[src/rtl/sram_fill_check.sv]
// sram_fill_check: write/read-back self-test sweep for one SRAM bank.
// Writes seed ^ addr to every word, reads each word back, and reports
// the mismatch count and the first failing address.
module sram_fill_check #(
   parameter  int unsigned NumWords  = 1024,
   parameter  int unsigned DataWidth = 32,
   localparam int unsigned AddrWidth = (NumWords > 1) ? $clog2(NumWords) : 1,
   localparam int unsigned CntWidth  = AddrWidth + 1,
   localparam int unsigned BeWidth   = DataWidth / 8
) (
   input  logic                 clk_i,
   input  logic                 rst_i,
   input  logic                 start_i,
   input  logic                 abort_i,
   input  logic [DataWidth-1:0] seed_i,
   output logic                 busy_o,
   output logic                 done_o,
   output logic                 pass_o,
   output logic [CntWidth-1:0]  err_count_o,
   output logic                 first_err_valid_o,
   output logic [AddrWidth-1:0] first_err_addr_o,
   output logic                 req_o,
   output logic                 we_o,
   output logic [AddrWidth-1:0] addr_o,
   output logic [DataWidth-1:0] wdata_o,
   output logic [BeWidth-1:0]   be_o,
   input  logic [DataWidth-1:0] rdata_i
);

   localparam logic [AddrWidth-1:0] LastAddr = AddrWidth'(NumWords - 1);

   typedef enum logic [2:0] {
      IDLE  = 3'd0,
      WRITE = 3'd1,
      READ  = 3'd2,
      LAST  = 3'd3,
      DONE  = 3'd4
   } state_e;

   state_e               state_q, state_d;
   logic [AddrWidth-1:0] addr_d;
   logic                 req_d, we_d;
   logic [DataWidth-1:0] wdata_d;
   logic [DataWidth-1:0] seed_q, seed_d;
   logic                 busy_d, done_d, pass_d;
   logic [CntWidth-1:0]  err_count_d;
   logic                 first_err_valid_d;
   logic [AddrWidth-1:0] first_err_addr_d;
   logic                 cmp_valid_q, cmp_valid_d;
   logic [DataWidth-1:0] exp_q, exp_d;
   logic [AddrWidth-1:0] cmp_addr_q, cmp_addr_d;
   logic                 abort_active;
   logic                 mismatch;

   // Expected word content; address zero-extended or truncated to the word width.
   function automatic logic [DataWidth-1:0] pattern(input logic [DataWidth-1:0] s,
                                                    input logic [AddrWidth-1:0] a);
      return s ^ DataWidth'(a);
   endfunction

   // Byte enables are never partial during the sweep.
   assign be_o = '1;

   // Next-state, SRAM request and result bookkeeping.
   always_comb begin
      state_d           = state_q;
      addr_d            = addr_o;
      req_d             = 1'b0;
      we_d              = 1'b0;
      wdata_d           = '0;
      seed_d            = seed_q;
      busy_d            = busy_o;
      done_d            = 1'b0;
      pass_d            = pass_o;
      err_count_d       = err_count_o;
      first_err_valid_d = first_err_valid_o;
      first_err_addr_d  = first_err_addr_o;
      cmp_valid_d       = 1'b0;
      exp_d             = exp_q;
      cmp_addr_d        = cmp_addr_q;

      abort_active = abort_i && (state_q == WRITE || state_q == READ || state_q == LAST);
      mismatch     = cmp_valid_q && (rdata_i != exp_q) && !abort_active;

      if (mismatch) begin
         err_count_d = err_count_o + CntWidth'(1);
         if (!first_err_valid_o) begin
            first_err_valid_d = 1'b1;
            first_err_addr_d  = cmp_addr_q;
         end
      end

      case (state_q)
         IDLE: begin
            if (start_i && !abort_i) begin
               state_d           = WRITE;
               seed_d            = seed_i;
               err_count_d       = '0;
               first_err_valid_d = 1'b0;
               first_err_addr_d  = '0;
               pass_d            = 1'b0;
               busy_d            = 1'b1;
               addr_d            = '0;
               req_d             = 1'b1;
               we_d              = 1'b1;
               wdata_d           = pattern(seed_i, '0);
            end
         end
         WRITE: begin
            if (abort_i) begin
               state_d = IDLE;
               busy_d  = 1'b0;
            end else if (addr_o == LastAddr) begin
               state_d = READ;
               addr_d  = '0;
               req_d   = 1'b1;
            end else begin
               addr_d  = addr_o + AddrWidth'(1);
               req_d   = 1'b1;
               we_d    = 1'b1;
               wdata_d = pattern(seed_q, addr_o + AddrWidth'(1));
            end
         end
         READ: begin
            if (abort_i) begin
               state_d = IDLE;
               busy_d  = 1'b0;
            end else begin
               cmp_valid_d = 1'b1;
               exp_d       = pattern(seed_q, addr_o);
               cmp_addr_d  = addr_o;
               if (addr_o == LastAddr) begin
                  state_d = LAST;
               end else begin
                  addr_d = addr_o + AddrWidth'(1);
                  req_d  = 1'b1;
               end
            end
         end
         LAST: begin
            state_d = abort_i ? IDLE : DONE;
            busy_d  = 1'b0;
            if (!abort_i) begin
               done_d = 1'b1;
               pass_d = (err_count_d == '0);
            end
         end
         DONE: begin
            state_d = IDLE;
         end
         default: begin
            state_d = IDLE;
            busy_d  = 1'b0;
         end
      endcase
   end

   // State and registered outputs, synchronous reset.
   always_ff @(posedge clk_i) begin
      if (rst_i) begin
         state_q           <= IDLE;
         addr_o            <= '0;
         req_o             <= 1'b0;
         we_o              <= 1'b0;
         wdata_o           <= '0;
         seed_q            <= '0;
         busy_o            <= 1'b0;
         done_o            <= 1'b0;
         pass_o            <= 1'b0;
         err_count_o       <= '0;
         first_err_valid_o <= 1'b0;
         first_err_addr_o  <= '0;
         cmp_valid_q       <= 1'b0;
         exp_q             <= '0;
         cmp_addr_q        <= '0;
      end else begin
         state_q           <= state_d;
         addr_o            <= addr_d;
         req_o             <= req_d;
         we_o              <= we_d;
         wdata_o           <= wdata_d;
         seed_q            <= seed_d;
         busy_o            <= busy_d;
         done_o            <= done_d;
         pass_o            <= pass_d;
         err_count_o       <= err_count_d;
         first_err_valid_o <= first_err_valid_d;
         first_err_addr_o  <= first_err_addr_d;
         cmp_valid_q       <= cmp_valid_d;
         exp_q             <= exp_d;
         cmp_addr_q        <= cmp_addr_d;
      end
   end

endmodule

[config.mk]
export PLATFORM = sky130hd
export DESIGN_NAME = sram_fill_check
export DESIGN_NICKNAME = d
export VERILOG_FILES = /design/src/rtl/sram_fill_check.sv
export SDC_FILE = /design/constraint.sdc
export NUM_CORES = 1
export LEC_CHECK = 0
export BUFFER_PORTS_ARGS = -buffer_cell sky130_fd_sc_hd__clkbuf_2
export CAP_MARGIN = 20
export CORE_MARGIN = 4
export CORE_UTILIZATION = 40
export CTS_CLUSTER_SIZE = 14
export DETAILED_ROUTE_END_ITERATION = 12
export GPL_ROUTABILITY_DRIVEN = 0
export PLACE_DENSITY = 0.73
export SLEW_MARGIN = 25
export SYNTH_ARGS = -nofsm -noshare
export SYNTH_HDL_FRONTEND = slang
export SYNTH_SLANG_ARGS = --single-unit
export TNS_END_PERCENT = 30
[constraint.sdc]
create_clock -name clk_i -period 2.1 [get_ports clk_i]
set_input_delay 0.21 -clock clk_i [delete_from_list [all_inputs] [get_ports clk_i]]
set_output_delay 0.21 -clock clk_i [all_outputs]
set_load 0.01 [all_outputs]
==> results_dict.tcl <==
set metrics [dict create \
    row_count 44 \
    wl_mm 15.72 \
    crit_chain "xor2_1 -> nor4_2 -> nand4_1 -> o221ai_4 -> buf_6 -> nor2_1 -> o31ai_1 -> a31o_2" \
    num_antenna_cells 0 \
    worstSkewPairLatency_ns 0.42 \
    status "finished, violations left" \
    clock_sinks 147 \
    fp.coreArea_um2 14480 \
    cts_buffers 17 \
    num_vias 5185 \
    rrSetupSlack_ns -0.02 \
    worst_slack_ns -0.02016 \
    power_density_nw_per_um2 833.7 \
    hold_viol 0 \
    grt_pass1_wl_mm 24.89 \
    holdPathEnd "seed_q[14]" \
    criticalPathCategory "flip-flop to flip-flop" \
    seq_area_frac_synth_pct 50.11 \
    grtUsageTotal_pct 18.90 \
    die_w_um 129.2 \
    static-leakage-power_nw 3.050 \
    clock_skew_ns 0.007897 \
    synth_edf_count 0 \
    cp.arrival_ns 2.48 \
    timing.final.crit_share_pct 101.0 \
    drc 0 \
    violations "setup timing" \
    fin_util_pct 52.83 \
    hold_class "input pin to flip-flop" \
    numPortBuffers 136 \
    via_per_inst 4.976 \
    ctsHoldBuffers 0 \
    start_util_pct 40.56 \
    ys_seq_elements 147 \
    drtIter0Drc 343 \
    layout_commonest_cell "nand2_1" \
    area_growth_pct 30.23 \
    r2r_end "pass_o" \
    drv_slew 0 \
    cts_tree "built" \
    holdPathStages 3 \
    worstRegToRegCells 8 \
    clk_pin_slew_worst_paths_ns 0.06 \
    critical_path.max_stage_delay_ns 0.38 \
    nets 915 \
    fin_area_um2 7649 \
    die_area_um2 16680 \
    antenna_found_initial 0 \
    critPathLaunchType "flip-flop" \
    finalCriticalPeriod_ns 2.120 \
    maxCapViolations 0 \
    hp-start "seed_i[14]" \
    dr.pass1.iters 4 \
    place_area_um2 6867 \
    synthArstFlopShare_pct 0 \
    ir_worst_vdd_v 0.0006160 \
    synthCells 704 \
    htreeDepth 4 \
    gr-total-overflow 0 \
    finalSetupViolations 2 \
    synthFlopType "dfxtp_1" \
    path_buf_inv 1 \
    hpwlAfterDp_mm 11.00 \
    wl_per_cell_um 15.09 \
    postRouteAntennaNets 0 \
    layout_common_cells "178 x nand2_1, 135 x clkbuf_2, 133 x dfxtp_1, 106 x a21oi_1, 53 x nor2_1" \
    tns_ns -0.02031 \
    clock_path_buffers 2 \
    num_io_pins 141 \
    grt_pass1_vias 4914 \
    die_h_um 129.2 \
    synth.top_cell.area_share_pct 50.11 \
    cp-end-kind "flip-flop" \
    rsz0062_at_grt "yes" \
    cp.required_ns 2.46 \
    layout-drive-gt1-share_pct 27.86 \
    crit_fanout 7 \
    worst_slew_pin_slew_ns 0.6781 \
    grt_max_degree 71 \
    r2r-start "exp_q[17]" \
    synth_area_leaders "dfxtp_1 50%, nand2_1 11%, a21oi_1 9.0%" \
    slowest_stage "o221ai_4" \
    slew_headroom_pct 54.79 \
    synth_cell_type_count 41 \
    timing.fmax_mhz 471.7 \
    cts_root_buffer "clkbuf_16" \
    path_delay_family "compound AO/OA/AOI/OAI gates" \
    yosysTopAreaCell "dfxtp_1" \
    yosys_warnings 0 \
    total_power_mw 6.376 \
    avgSynthCellArea_um2 8.343 \
    syn_area_um2 5873 \
]
-- synth_stat cells (2+ instances only) --
cell	n
a211oi_1	11
or2_2	3
inv_1	3
nor4_1	11
o21ai_0	6
nand2_1	178
nand4_1	2
mux2i_1	12
a21oi_1	106
or3_1	6
xor2_1	43
nor3_1	8
clkbuf_1	35
nand3_1	11
ha_1	2
and3_1	4
nand3b_1	2
dfxtp_1	147
nand2b_1	4
xnor2_1	23
nor2_1	56
buf_4	5
buf_2	4
nor4b_1	5
-- tightest hold or removal path: cells and delay by family --
kind / cells / cell delay, ns
and+or+nand+nor: 1 / 0.06
AOI/OAI and AO/OA: 1 / 0.06
buffers and inverters: 1 / 0.08
-- power by group --
group | internal (mW) | switching, mW | total, mW
clock | 1.92 | 1.21 | 3.13
combinational | 0.148 | 0.224 | 0.371
sequential | 2.84 | 0.0304 | 2.87
-- routing by layer --
metal | GRT usage (%) | wire length, µm
met4 | 6.115 | 282
met1 | 25.21 | 7061
met3 | 4.122 | 846
met5 | 0 | 0
met2 | 30.64 | 7533
-- worst max path at each step --
stage	start	to	cells after the start
2_1_floorplan	addr_o[0]	addr_o[6]	9
3_3_place_gp	exp_q[13]	pass_o	7
3_5_place_dp	exp_q[12]	pass_o	7
4_1_cts	exp_q[2]	pass_o	8
5_1_grt	exp_q[23]	err_count_o[9]	7
6_report	exp_q[17]	pass_o	8
-- sequential cells by signal (all words and copies together), names as in the netlist --
register           flops
done_o                 1
pass_o                 1
err_count_o           11
req_o                  1
busy_o                 1
first_err_valid_o      1
first_err_addr_o      10
cmp_valid_q            1
state_q                3
seed_q                32
cmp_addr_q            10
we_o                   1
exp_q                 32
addr_o                10
wdata_o               32
-- final cells by class --
class,instances,area (µm²)
fill,1332,6830
clock inverter,13,173.9
sequential,147,2960
multi-input combinational,511,2870
clock buffer,19,442.9
tap,184,230.2
timing repair buffer,165,959.7
inverter,3,11.26
-- through the flow --
| stage | worst slack, ns | hold WS (ns) | instances |
|---|---|---|---|
| floorplan | 0.04638 | 0.3025 | 707 |
| global placement | -0.02433 | 0.4423 | 1008 |
| detailed placement | -0.07751 | 0.4469 | 1008 |
| CTS | -0.01701 | 0.01674 | 1041 |
| global route | -0.06144 | 0.02552 | 1042 |
| finish | -0.02016 | 0.03682 | 1042 |
-- what timing repair did --
item / in CTS / in global routing
buffers inserted: 1 / 1
cloned: 0 / 0
pin swaps: 7 / 15
gates resized for setup: 6 / 28
endpoints found under the hold margin: 0 / 0
endpoints found under the setup margin: 2 / 15
-- kinds of logic after synthesis --
family | Yosys count | share of synthesized area [%]
buf+inv | 49 | 3.558
compound gates | 132 | 12.36
other cells | 1 | 0.06385
flops | 147 | 50.11
mux | 13 | 2.237
simple gates | 294 | 21.41
fa+ha+maj | 2 | 0.4260
xor+xnor | 66 | 9.842
Power figures use the tool's default switching activity.
